==> src/rtl/mem2_dp.sv <==
// rtl/mem2_dp.sv - dual-port byte-enabled RAM with post-reset zero sweep and 1/2-cycle read latency
// Optional MEM2_DP_FWD_EN: same-address read-during-write returns the merged new word.
module mem2_dp #(
  parameter int WIDTH  = 8,
  parameter int SIZE_E = 6,
  parameter int RD_LAT = 1
) (
  input  logic                 CLK,
  input  logic                 RST,
  input  logic                 WRITE,
  input  logic [WIDTH/8-1:0]   BE,
  input  logic [SIZE_E-1:0]    iWRAddr,
  input  logic [WIDTH-1:0]     D,
  input  logic                 READ,
  input  logic [SIZE_E-1:0]    iRDAddr,
  output logic [WIDTH-1:0]     Q,
  output logic                 QVALID,
  output logic                 BUSY
);

  localparam int DEPTH = 1 << SIZE_E;
  localparam int NB    = WIDTH / 8;

  typedef enum logic {CLEAR, RUN} state_t;

  state_t              state, state_nxt;
  logic [SIZE_E:0]     cnt, cnt_nxt;
  logic [WIDTH-1:0]    mem [DEPTH];

  logic                wr_en;
  logic [SIZE_E-1:0]   wr_addr;
  logic [WIDTH-1:0]    wr_data;
  logic [NB-1:0]       wr_mask;
  logic                rd_fire;
  logic [WIDTH-1:0]    old_word;
  logic [WIDTH-1:0]    rd_word;

  always_ff @(posedge CLK or posedge RST) begin
    if (RST) begin
      state <= CLEAR;
      cnt   <= '0;
    end else begin
      state <= state_nxt;
      cnt   <= cnt_nxt;
    end
  end

  // The counter stops once RUN is reached, so the sweep never repeats.
  always_comb begin
    state_nxt = state;
    cnt_nxt   = cnt;
    if (state == CLEAR) begin
      cnt_nxt = cnt + 1'b1;
      if (cnt[SIZE_E-1:0] == {SIZE_E{1'b1}})
        state_nxt = RUN;
    end
  end

  assign BUSY = (state == CLEAR);

  always_comb begin
    wr_en   = 1'b0;
    wr_addr = iWRAddr;
    wr_data = D;
    wr_mask = BE;
    if (state == CLEAR) begin
      wr_en   = 1'b1;
      wr_addr = cnt[SIZE_E-1:0];
      wr_data = '0;
      wr_mask = '1;
    end else begin
      wr_en = WRITE && (BE != '0);
    end
  end

  always_ff @(posedge CLK) begin
    if (wr_en) begin
      for (int b = 0; b < NB; b++) begin
        if (wr_mask[b])
          mem[wr_addr][8*b +: 8] <= wr_data[8*b +: 8];
      end
    end
  end

  assign rd_fire  = READ && (state == RUN);
  assign old_word = mem[iRDAddr];

`ifdef MEM2_DP_FWD_EN
  always_comb begin
    rd_word = old_word;
    if (WRITE && (state == RUN) && (iWRAddr == iRDAddr)) begin
      for (int b = 0; b < NB; b++) begin
        if (BE[b])
          rd_word[8*b +: 8] = D[8*b +: 8];
      end
    end
  end
`else
  assign rd_word = old_word;
`endif

  generate
    if (RD_LAT == 2) begin : g_lat2
      logic [WIDTH-1:0] s1_data;
      logic             s1_valid;

      always_ff @(posedge CLK or posedge RST) begin
        if (RST) begin
          s1_data  <= '0;
          s1_valid <= 1'b0;
          Q        <= '0;
          QVALID   <= 1'b0;
        end else begin
          s1_valid <= rd_fire;
          if (rd_fire)
            s1_data <= rd_word;
          QVALID <= s1_valid;
          if (s1_valid)
            Q <= s1_data;
        end
      end
    end else begin : g_lat1
      always_ff @(posedge CLK or posedge RST) begin
        if (RST) begin
          Q      <= '0;
          QVALID <= 1'b0;
        end else begin
          QVALID <= rd_fire;
          if (rd_fire)
            Q <= rd_word;
        end
      end
    end
  endgenerate

endmodule

==> config.mk <==
export PLATFORM = sky130hd
export DESIGN_NAME = mem2_dp
export DESIGN_NICKNAME = d
export VERILOG_FILES = /design/src/rtl/mem2_dp.sv
export SDC_FILE = /design/constraint.sdc
export NUM_CORES = 1
export LEC_CHECK = 0
export CORE_ASPECT_RATIO = 1.25
export CORE_MARGIN = 5
export CORE_UTILIZATION = 45
export DETAILED_ROUTE_END_ITERATION = 7
export PLACE_DENSITY_LB_ADDON = 0.05
export SYNTH_ARGS = -nofsm -noshare
export SYNTH_HDL_FRONTEND = slang
export SYNTH_SLANG_ARGS = --single-unit
==> constraint.sdc <==
create_clock -name CLK -period 7.26 [get_ports CLK]
set_clock_uncertainty 0.1 [all_clocks]
set_input_delay 1.452 -clock CLK [delete_from_list [all_inputs] [get_ports CLK]]
set_output_delay 1.452 -clock CLK [all_outputs]
set_load 0.01 [all_outputs]
==> metrics.csv <==
stage;metric;value;unit
status;status;completed;
die;start_util;0.4518;
cts;cts.sinks;528;
sta;post-route-period-util;0.5132;
critical_path;crit_path_arrival_time;4.09;ns
global_route;grt_max_degree;74;
critical_path;cp_slowest_cell;buf_4;
synth;syn_inst;1055;
synth;yosys_most_used_dff;edfxtp_1;
global_route;first_global_vias;10320;
job;timing.max_cap.violations;0;
synth;synth.yosys.warnings;0;
synth;seq_area_frac_synth;0.7604;
global_route;antenna_found_initial;0;
finish;final_layout_size_suffix_gt1_frac;0.2033;
place;placedCellCount;1633;
sta;hold_ws;0.4410;ns
synth;synth_top_area_frac;0.7411;
critical_path;crit_path_start_kind;input pin;
route;detail_route.iter0.violations;657;
cts;clkTransAtPathRegs;0.06;ns
global_route;grt_overflow_total;0;
synth;ys_top_cells_by_count;512 x edfxtp_1, 96 x mux4_2, 68 x nor2_1;
sta;post-route-worst-setup-slack;3.534;ns
global_route;grt_first_pass_wirelength;71200;um
finish;final_cells;1726;
synth;synth_enable_flop_cells;512;
die;std_cell_core_area;0.04591;mm2
die;io_pins;35;
synth;async_flop_share;0.03030;
cts;h-tree-depth;2;
sta;unrepaired_setup_endpoints_after_global_routing;false;
sta;fmax;268.4;MHz
critical_path;critical_path.max_fanout;48;
finish;post-route-util;0.5078;
cts;worstSkewPairLatency;0.59;ns
place;io_buffer_count;34;
critical_path;cp_cell_sequence;buf_6 > buf_4 > mux4_2 > o22ai_1 > a211oi_1 > nand3_1 > o211ai_1;
route;finalWirelength;48580;um
power;power_per_cell_area;262.9;mW/mm2
route;drt_pre_antenna_iters;5;
route;antenna_violating_nets_post_route;0;
route;detail_route.drc_violations;0;
sta;transition_at_the_pin_with_the_smallest_max_transition_slack;0.9764;ns
sta;hold_violations;0;
power;ir_drop;203.5;uV
sta;fin_tns_setup;0;ns
synth;synth_nets;1081;
route;routedWlPerCell;28.15;um
worst_hold_path;worst_hold_path_type;flip-flop to flip-flop;
critical_path;criticalPathCategory;input pin to flip-flop;
cts;cts_hold_repair.buffers;0;
sta;setup_viol;0;
cts;cts-buffers-inserted;52;
die;die_extent_in_y;250.1;um
sta;period_minus_slack;3.726;ns
synth;synthesis.area;0.02075;mm2
cts;postCtsResizedCells;0;
place;hpwlAfterDp;29700;um
finish;antenna-diode-count;0;
sta;slew_violations;0;
finish;area.growth.synth_to_final;12.39;%
cts;cts_setup_buffers;0;
die;fp.dieW;202.0;um
place;globalplace.congestion;0.7570;
synth;post_synth_main_area_contributors;edfxtp_1 74%, mux4_2 10%, mux2i_1 2.0%, dfrtp_1 1.9%, mux2_2 1.8%;
synth;post-synth-top-count-cell;edfxtp_1;
cts;tritoncts;built;
sta;slew_headroom;0.3467;
critical_path;timing.critical_path.max_delay_family;buffers and inverters;
cts;ctsLongestPathBuffers;3;
critical_path;worst-endpoint-required;7.62;ns
synth;synth_cell_type_count;48;
synth;yosysTopAreaCell;edfxtp_1;
critical_path;cp-end-kind;flip-flop;
die;core.rowCount;88;
cts;clockRootBuffer;clkbuf_16;
critical_path;crit_path_max_incr_delay;0.60;ns
synth;synth.avg_cell_area;19.66;um2
finish;fin_nets;1128;
die;dieArea;0.05052;mm2
global_route;grt.total_usage;0.1923;
place;worst_slack_after_detailed_placement;2.838;ns
synth;synth_seq_cells;528;
power;total_leakage_power;6.124;nW
route;number_of_vias_per_cell;5.812;
route;routed-via-count;10030;
critical_path;critical_path_buf_inv_count;2;
## state kept, by name, indices dropped and copies added (netlist names)
signal / cells
Q: 8
QVALID: 1
cnt: 6
mem: 512
state: 1
## cells by family (layout without fill, tap and decap cells)
group,Yosys count,in the layout,synth area share
AO/OA/AOI/OAI,104,104,0.03667
XOR/XNOR,5,5,0.002111
adder cells (fa/ha/maj),1,1,0.0006030
buffers and inverters,62,148,0.01713
flip-flops,528,528,0.7604
multiplexers,171,171,0.1425
AND/OR/NAND/NOR,184,184,0.04065
## worst register-to-register path, stage by stage (launching register included)
cell and delay [ns]:
dfrtp_1 0.34, buf_4 0.30, nand4b_1 0.24, o21ai_0 0.26
nand2_1 0.43, nor2_1 0.88
## report_power, final
group	switching, W	internal (W)	total, W
clock network	0.00110	0.00160	0.00270
logic	0.0000857	0.0000539	0.000140
registers	0	0.00329	0.00329
total	0.00119	0.00494	0.00613
## per-layer routing
layer	up-vias	global-route usage	wire, um
met2	270	0.3196	24650
met5	-	0	0
met3	68	0.03017	2261
li1	4405	-	-
met4	0	0.05295	1144
met1	5288	0.2677	20530
## layout make-up
cell class | count | area, um2
clock buffer | 66 | 1395
clock inverter | 27 | 299.0
fill | 3667 | 22600
inverter | 5 | 18.77
multi-input combinational | 465 | 4626
sequential | 528 | 15780
tap | 585 | 732.0
timing repair buffer | 50 | 470.5
## cells in the final DEF, fill, tap and decap left out, types with 16 or more instances in the layout
| cell type | n |
|---|---|
| a211oi_1 | 16 |
| edfxtp_1 | 512 |
| mux4_2 | 96 |
| o22ai_1 | 32 |
| dfrtp_1 | 16 |
| nand2_1 | 48 |
| mux2i_1 | 41 |
| a22oi_1 | 17 |
| nor2_1 | 68 |
| clkbuf_16 | 53 |
| mux2_2 | 33 |
| nor3_1 | 16 |
| clkdlybuf4s50_1 | 31 |
## final timing paths
| kind | slack [ns] | depth (start not counted) | end | startpoint |
|---|---|---|---|---|
| max in group asynchronous | 5.35 | 2 | Q[3] | RST |
| worst min register to register | 0.44 | 1 | cnt[0] | cnt[0] |
| worst min-delay path | 0.44 | 1 | cnt[0] | cnt[0] |
| worst max-delay path | 3.53 | 7 | Q[7] | iRDAddr[0] |
| min in group asynchronous | 1.21 | 2 | QVALID | RST |
| worst max register to register | 4.32 | 5 | mem[12][6] | state |
## through the flow
step,area [um2],power [W]
3_3_place_gp,21620,0.003498
2_1_floorplan,20750,0.003451
5_1_grt,23320,0.006338
6_report,23320,0.006129
4_1_cts,23320,0.006200
3_5_place_dp,21620,0.003498
Note: power is estimated with default switching activity, not from simulation.
